==> config.mk <==
export PLATFORM = sky130hd
export DESIGN_NAME = pmem_arbiter
export DESIGN_NICKNAME = d
export VERILOG_FILES = /design/src/rtl/pmem_arbiter.sv
export SDC_FILE = /design/constraint.sdc
export NUM_CORES = 1
export LEC_CHECK = 0
export CAP_MARGIN = 10
export CORE_MARGIN = 2
export CORE_UTILIZATION = 20
export DETAILED_ROUTE_END_ITERATION = 10
export PLACE_DENSITY_LB_ADDON = 0.1
export SETUP_SLACK_MARGIN = 0.3
export SKIP_CTS_REPAIR_TIMING = 1
export SLEW_MARGIN = 20
export SYNTH_ARGS = -nofsm -noshare
export SYNTH_HDL_FRONTEND = slang
export SYNTH_SLANG_ARGS = --single-unit
==> constraint.sdc <==
create_clock -name clock -period 1.4 [get_ports clock]
set_clock_uncertainty 0.05 [all_clocks]
set_input_delay 0.28 -clock clock [delete_from_list [all_inputs] [get_ports clock]]
set_output_delay 0.28 -clock clock [all_outputs]
set_load 0.01 [all_outputs]
==> src/rtl/pmem_arbiter.sv <==
// pmem_arbiter: shares the single-port, synchronous-read program memory between the fetch
// stage and a loader/debug port. Fetch owns PMEM by default. The loader gets bursts of at
// most MAX_HOLD consecutive accesses, and each burst is followed by one forced fetch cycle.
// Fetch is stalled for the cycle after every cycle in which the loader owned PMEM, so that
// fetch replays its held instruction.
//
// Ports:
//   clock, reset    rising-edge clock; asynchronous active-high reset
//   in_fe_addr      fetch address            out_fe_instr   instruction to fetch
//   out_fe_stall    registered stall to fetch
//   in_ld_req/we    loader request / write   in_ld_addr     loader address
//   in_ld_wdata     loader write data        out_ld_gnt     access accepted (combinational)
//   out_ld_rvalid   registered read valid    out_ld_rdata   loader read data
//   out_mem_addr/we/wdata  PMEM request      in_mem_rdata   PMEM read data (1-cycle latency)
module pmem_arbiter #(
  parameter int unsigned PC_WIDTH   = 12,
  parameter int unsigned PMEM_WIDTH = 16,
  parameter int unsigned MAX_HOLD   = 4
) (
  input  logic                  clock,
  input  logic                  reset,
  input  logic [PC_WIDTH-1:0]   in_fe_addr,
  output logic [PMEM_WIDTH-1:0] out_fe_instr,
  output logic                  out_fe_stall,
  input  logic                  in_ld_req,
  input  logic                  in_ld_we,
  input  logic [PC_WIDTH-1:0]   in_ld_addr,
  input  logic [PMEM_WIDTH-1:0] in_ld_wdata,
  output logic                  out_ld_gnt,
  output logic                  out_ld_rvalid,
  output logic [PMEM_WIDTH-1:0] out_ld_rdata,
  output logic [PC_WIDTH-1:0]   out_mem_addr,
  output logic                  out_mem_we,
  output logic [PMEM_WIDTH-1:0] out_mem_wdata,
  input  logic [PMEM_WIDTH-1:0] in_mem_rdata
);

  // hold_cnt only has to reach MAX_HOLD-1
  localparam int unsigned CntW = (MAX_HOLD > 1) ? $clog2(MAX_HOLD) : 1;
  localparam logic [CntW-1:0] HoldLast = CntW'(MAX_HOLD - 1);

  typedef enum logic [1:0] {
    StFe,
    StLd,
    StYld
  } state_e;

  state_e          state_q, state_d;
  logic [CntW-1:0] hold_cnt_q, hold_cnt_d;
  logic            stall_q, stall_d;
  logic            rvalid_q, rvalid_d;

  always_comb begin
    state_d       = state_q;
    hold_cnt_d    = hold_cnt_q;
    out_mem_addr  = in_fe_addr;
    out_mem_we    = 1'b0;
    // Write data is only qualified by out_mem_we, so it can follow the loader unconditionally
    out_mem_wdata = in_ld_wdata;
    out_ld_gnt    = 1'b0;

    unique case (state_q)
      StFe: begin
        if (in_ld_req) begin
          state_d = StLd;
        end
      end
      StLd: begin
        if (in_ld_req) begin
          out_ld_gnt   = 1'b1;
          out_mem_addr = in_ld_addr;
          out_mem_we   = in_ld_we;
          if (hold_cnt_q == HoldLast) begin
            // Burst exhausted: hand one cycle back to fetch
            state_d    = StYld;
            hold_cnt_d = '0;
          end else begin
            hold_cnt_d = hold_cnt_q + CntW'(1);
          end
        end else begin
          state_d    = StFe;
          hold_cnt_d = '0;
        end
      end
      StYld: begin
        hold_cnt_d = '0;
        state_d    = in_ld_req ? StLd : StFe;
      end
      default: begin
        state_d    = StFe;
        hold_cnt_d = '0;
      end
    endcase

    // Fetch must replay whatever it saw while the loader held the memory
    stall_d  = out_ld_gnt;
    rvalid_d = out_ld_gnt & ~in_ld_we;
  end

  always_ff @(posedge clock or posedge reset) begin
    if (reset) begin
      state_q    <= StFe;
      hold_cnt_q <= '0;
      stall_q    <= 1'b0;
      rvalid_q   <= 1'b0;
    end else begin
      state_q    <= state_d;
      hold_cnt_q <= hold_cnt_d;
      stall_q    <= stall_d;
      rvalid_q   <= rvalid_d;
    end
  end

  assign out_fe_stall  = stall_q;
  assign out_ld_rvalid = rvalid_q;
  assign out_fe_instr  = in_mem_rdata;
  assign out_ld_rdata  = in_mem_rdata;

endmodule
==> results of run 1 <==
## kinds of logic (layout without fill, tap and decap cells)
kind of cell / count (synthesis) / count (layout) / synth area share
AOI/OAI and AO/OA: 3 / 3 / 0.0191
DFF: 6 / 6 / 0.191
and+or+nand+nor: 9 / 10 / 0.0797
muxes: 12 / 12 / 0.201
buffers and inverters: 53 / 66 / 0.493
adders and majority gates: 1 / 1 / 0.0159
## worst max-delay path, delay by kind of cell, from the launching register on
family        cells  cell delay, ns
buf+inv           3            0.38
flops             1            0.40
mux               1            0.27
simple gates      1            0.21
## area by class of cell
type,count,share of cell area
Inverter,4,0.0158
Timing Repair Buffer,59,0.508
Tap cell,48,0.0541
Multi-Input combinational cell,26,0.248
Clock buffer,3,0.0372
Sequential cell,6,0.136
## routing by layer
| layer | track usage | part of all wire | routed length [um] |
|---|---|---|---|
| met5 | 0 | 0 | 0 |
| met4 | 0.0765 | 0.057 | 106 |
| met3 | 0.0355 | 0.13 | 248 |
| met2 | 0.118 | 0.52 | 959 |
| met1 | 0.0674 | 0.29 | 534 |
## power groups by stage
stage          combinational, mW  sequential [mW]  clock, mW
6_report                   0.318            0.205      0.254
3_5_place_dp               0.275            0.205          0
2_1_floorplan              0.250            0.206          0
4_1_cts                    0.277            0.203      0.265
3_3_place_gp               0.275            0.205          0
5_1_grt                    0.346            0.207      0.280
## worst max-delay path by stage
stage / start / endpoint / depth (start not counted)
3_3_place_gp: in_ld_req / out_mem_addr[10] / 4
4_1_cts: in_ld_req / out_ld_gnt / 5
2_1_floorplan: state_q[1] / out_mem_addr[0] / 3
6_report: state_q[1] / out_mem_addr[1] / 5
3_5_place_dp: in_ld_req / out_ld_gnt / 5
5_1_grt: state_q[1] / out_mem_addr[1] / 5
## sequential cells by signal, summed over array words and instances, names as in the netlist
register and cells:
hold_cnt_q 2, out_fe_stall 1, out_ld_rvalid 1, state_q 2
## synth_stat cells
master / instances / area (sq um)
a21oi_1: 2 / 10.0
and2_1: 1 / 6.26
buf_4: 48 / 360
buf_6: 1 / 11.3
dfrtp_1: 6 / 150
ha_1: 1 / 12.5
inv_1: 4 / 15.0
mux2_2: 6 / 67.6
mux2_4: 6 / 90.1
nand2b_1: 2 / 12.5
nand3_1: 1 / 5.00
nand3b_1: 1 / 7.51
nand3b_4: 1 / 20.0
nor2_1: 3 / 11.3
o21ai_0: 1 / 5.00
## per-stage QoR
| stage | hold slack, ns | total power [mW] | utilization | std cells | setup WS, ns |
|---|---|---|---|---|---|
| final | 0.228 | 0.777 | 0.299 | 146 | -0.408 |
| after global routing | 0.261 | 0.832 | 0.299 | 146 | -0.454 |
| after CTS | 0.232 | 0.744 | 0.262 | 133 | -0.867 |
| after detailed placement | 0.463 | 0.480 | 0.251 | 130 | -0.868 |
| after global placement | 0.469 | 0.480 | 0.251 | 130 | -0.850 |
| after floorplan | 0.0210 | 0.456 | - | 84 | 0.0256 |
==> impl_metrics.py, run 1 <==
metrics = {
    "drt": {
        "ant_nets": 0,
        "drc": 0,
        "finalWirelength_um": 1850,
        "drt_iter0_markers": 33,
        "drt_first_pass_iters": 2,
        "viasPerCell": 3.66,
        "wl_per_cell_um": 12.7,
        "vias": 534,
    },
    "pwr": {
        "comb_power_share": 0.409,
        "p_seq_frac": 0.264,
        "p_per_area_mw_per_mm2": 701,
        "swShare": 0.238,
        "clkPwrFrac": 0.327,
        "p_leak_nw": 0.562,
        "switchingPower_uw": 185,
        "internal_power_uw": 593,
        "vdd_drop_max_v": 0.000191,
    },
    "timing": {
        "fin_crit_ns": 1.81,
        "max_slew.worst_pin.slew_ns": 0.265,
        "setup_ws_ns": -0.408,
        "hold_violations": 0,
        "fin_crit_sh": 1.29,
        "relSlewSlack": 0.823,
        "slew_violations": 0,
        "finalSetupTns_ns": -4.11,
        "rsz0062_at_grt": "yes",
        "fmax_mhz": 553,
        "setup_viol_count_final": 14,
    },
    "logic_synthesis": {
        "yosysUniqueCellTypes": 15,
        "syn-num-nets": 145,
        "seq_area_frac_synth": 0.191,
        "synth-seq-cells": 6,
        "syn_area_sq_um": 785,
        "synth_warnings": 0,
        "avgSynthCellArea_sq_um": 9.34,
        "syn_inst": 84,
    },
    "setup_path": {
        "cp_slowest_cell": "dfrtp_1",
        "required_ns": 1.07,
        "end_kind": "primary output",
        "reg2reg_depth": 4,
        "worstPathCellList": "nand3b_4, buf_6, buf_4, mux2_2, buf_6",
        "worstPathMaxFanout": 6,
        "cpPeakStageDelay_ns": 0.40,
        "regToRegEndpoint": "state_q[1]",
        "cp.arrival_ns": 1.48,
        "path_common_cell": "buf_6",
        "r2r_slack_ns": 0.37,
        "startpoint_type": "flip-flop",
        "crit_type": "flip-flop to primary output",
        "rr_startpoint": "state_q[1]",
    },
    "clock_network": {
        "worstSkewPairLatency_ns": 0.22,
        "cts_tree": "built",
        "root_buffer": "clkbuf_8",
        "cts.sinks": 6,
        "cts_made_buffers": 3,
        "clk_pin_slew_worst_paths_ns": 0.03,
        "cts_buffer_depth": 2,
        "htreeDepth": 1,
    },
    "layout": {
        "final_area_sq_mm": 0.00111,
        "layout-drive-gt1-share": 0.531,
        "regArea_sq_um": 151,
        "multi_input_area_sq_um": 275,
        "insertedDiodeCount": 0,
        "layout_common_cells": "26 x clkdlybuf4s50_1, 15 x buf_6, 9 x buf_4, 6 x mux2_4, 6 x mux2_2",
        "syn_to_final_growth_pct": 41.5,
        "nNetsFinal": 161,
        "fillers": 397,
        "final_common_cell": "clkdlybuf4s50_1",
    },
    "grt": {
        "track_usage": 0.0744,
        "grt_max_degree": 15,
        "antenna_found_initial": 0,
        "grt_remaining_overflow": 0,
        "grt_pass1_wl_um": 2420,
        "grt_pass1_vias": 504,
    },
    "status": {
        "outcome": "finished with violations",
        "violations": "setup timing",
    },
    "die": {
        "core_sq_mm": 0.00372,
        "initial_core_util": 0.211,
        "core.rowCount": 22,
        "die_w_um": 66.6,
        "die-area_sq_mm": 0.00444,
        "io_pins": 124,
        "chipHeight_um": 66.6,
    },
    "min_path": {
        "min_path_type": "primary input to asynchronous set/reset pin",
    },
    "place": {
        "dp_hpwl_um": 1410,
        "io_buffers": 43,
        "dpl_cell_area_sq_um": 933,
        "gp_congestion": 0.642,
    },
    "job": {
        "max_cap_viol_count": 0,
    },
}
(Power assumes the default switching activity.)
==> inputs of run 2 (changes only) <==
--- a/config.mk
+++ b/config.mk
@@ -12,7 +12,9 @@
 export PLACE_DENSITY_LB_ADDON = 0.1
 export SETUP_SLACK_MARGIN = 0.3
 export SKIP_CTS_REPAIR_TIMING = 1
+export SKIP_LAST_GASP = 1
 export SLEW_MARGIN = 20
 export SYNTH_ARGS = -nofsm -noshare
 export SYNTH_HDL_FRONTEND = slang
 export SYNTH_SLANG_ARGS = --single-unit
+export TNS_END_PERCENT = 5
==> run 2 against run 1 <==
  * The flow still finishes with violations (setup timing)
  * Worst hold slack better by 0.0028 ns
  * Core utilization up 0.44 points
  * Sequential share of layout area down 0.20 points
  * Combinational power down 2%
  * Cell count down 0.68%
  * Clock-buffer cell count unchanged
  * Setup slack worse by 0.00088 ns
  * Global-route usage down 0.25 points
  * Total power down 0.83%
  * Largest cell class unchanged
  * Largest power group unchanged
==> impl_metrics.py, run 2 (same netlist as run 1, synthesis figures left out) <==
metrics = {
    "layout": {
        "layout_common_cells": "28 x clkdlybuf4s50_1, 11 x dlymetal6s2s_1, 10 x buf_4",
        "final_common_cell": "clkdlybuf4s50_1",
        "fillers": 415,
        "layout-drive-gt1-share": 0.381,
        "insertedDiodeCount": 0,
        "nNetsFinal": 160,
        "syn_to_final_growth_pct": 43.5,
        "final_util": 0.303,
        "final_area_sq_mm": 0.00113,
        "reg_top3": "hold_cnt_q (2), state_q (2)",
    },
    "timing": {
        "setup_viol_count_final": 14,
        "slew_violations": 0,
        "max_slew.worst_pin.slew_ns": 0.276,
        "hold_violations": 0,
        "fin_crit_sh": 1.29,
        "setup_ws_ns": -0.409,
        "relSlewSlack": 0.815,
        "fmax_mhz": 553,
        "rsz0062_at_grt": "yes",
        "fin_crit_ns": 1.81,
    },
    "clock_network": {
        "cts_buffer_depth": 2,
        "htreeDepth": 1,
        "cts_tree": "built",
        "worstSkewPairLatency_ns": 0.22,
        "clk_pin_slew_worst_paths_ns": 0.04,
        "cts_made_buffers": 3,
        "root_buffer": "clkbuf_8",
        "cts.sinks": 6,
    },
    "grt": {
        "grt_pass1_vias": 491,
        "grt_pass1_wl_um": 2370,
        "grt_remaining_overflow": 0,
        "track_usage": 0.0720,
        "antenna_found_initial": 0,
        "grt_max_degree": 15,
    },
    "setup_path": {
        "cp_top_family": "flip-flops",
        "worstPathMaxFanout": 3,
        "cp_slowest_cell": "dfrtp_1",
        "worstPathCellList": "nand3b_4, buf_6, buf_6, mux2_4, buf_6",
        "cpPeakStageDelay_ns": 0.40,
        "end_kind": "primary output",
        "regToRegEndpoint": "state_q[0]",
        "path_common_cell": "buf_6",
        "reg2reg_depth": 3,
        "crit_type": "flip-flop to primary output",
        "cp_num_buf_inv": 3,
        "startpoint_type": "flip-flop",
        "rr_startpoint": "hold_cnt_q[0]",
        "required_ns": 1.07,
        "r2r_slack_ns": 0.38,
        "cp.arrival_ns": 1.48,
        "cp.depth": 5,
    },
    "drt": {
        "vias": 535,
        "ant_nets": 0,
        "drt_iter0_markers": 16,
        "drt_first_pass_iters": 4,
        "finalWirelength_um": 1870,
        "drc": 0,
        "viasPerCell": 3.69,
        "wl_per_cell_um": 12.9,
    },
    "place": {
        "dpl_cell_area_sq_um": 933,
        "pre_cts_ws_ns": -0.857,
        "io_buffers": 43,
        "dp_hpwl_um": 1350,
        "gp_congestion": 0.658,
    },
    "pwr": {
        "p_per_area_mw_per_mm2": 685,
        "p_leak_nw": 0.618,
        "vdd_drop_max_v": 0.000224,
    },
    "status": {
        "violations": "setup timing",
        "outcome": "finished with violations",
    },
    "die": {
        "io_pins": 124,
        "core_sq_mm": 0.00372,
        "core.rowCount": 22,
        "die-area_sq_mm": 0.00444,
        "die_w_um": 66.6,
        "chipHeight_um": 66.6,
        "initial_core_util": 0.211,
    },
    "min_path": {
        "min_path_type": "primary input to asynchronous set/reset pin",
    },
    "job": {
        "max_cap_viol_count": 0,
    },
}
[run 2: worst max-delay path by stage]
stage                     from          endpoint
floorplan           state_q[1]   out_mem_addr[0]
global placement     in_ld_req   out_mem_addr[8]
detailed placement   in_ld_req   out_mem_addr[8]
CTS                  in_ld_req   out_mem_addr[8]
global route        state_q[1]  out_mem_addr[11]
finish              state_q[1]   out_mem_addr[8]
[run 2: layer usage]
metal / track usage / routed length (um)
met1: 0.0664 / 534
met2: 0.108 / 978
met3: 0.0490 / 294
met4: 0.0612 / 62
met5: 0 / 0
[run 2: power breakdown]
| group | internal [mW] | leakage (nW) | switching [mW] |
|---|---|---|---|
| clock | 0.184 | 0.0216 | 0.0699 |
| combinational | 0.214 | 0.520 | 0.0965 |
| sequential | 0.192 | 0.0770 | 0.0134 |
[run 2: metrics by stage]
| step | hold slack [ns] | instances | power (mW) | setup TNS [ns] |
|---|---|---|---|---|
| after floorplan | 0.0210 | 84 | 0.456 | 0 |
| after global placement | 0.469 | 130 | 0.480 | -11.76 |
| after detailed placement | 0.468 | 130 | 0.480 | -11.92 |
| after CTS | 0.240 | 133 | 0.743 | -11.67 |
| final | 0.231 | 145 | 0.771 | -4.64 |
| after global routing | 0.260 | 145 | 0.825 | -5.33 |
[run 2: layout make-up]
| type | count | area [sq um] | share of cell area |
|---|---|---|---|
| clock buffers | 3 | 41.3 | 0.0367 |
| inverters | 4 | 15.0 | 0.0133 |
| multi-input cells | 26 | 268 | 0.238 |
| flip-flops and latches | 6 | 151 | 0.134 |
| well taps | 48 | 60.1 | 0.0533 |
| repair buffers | 58 | 591 | 0.524 |
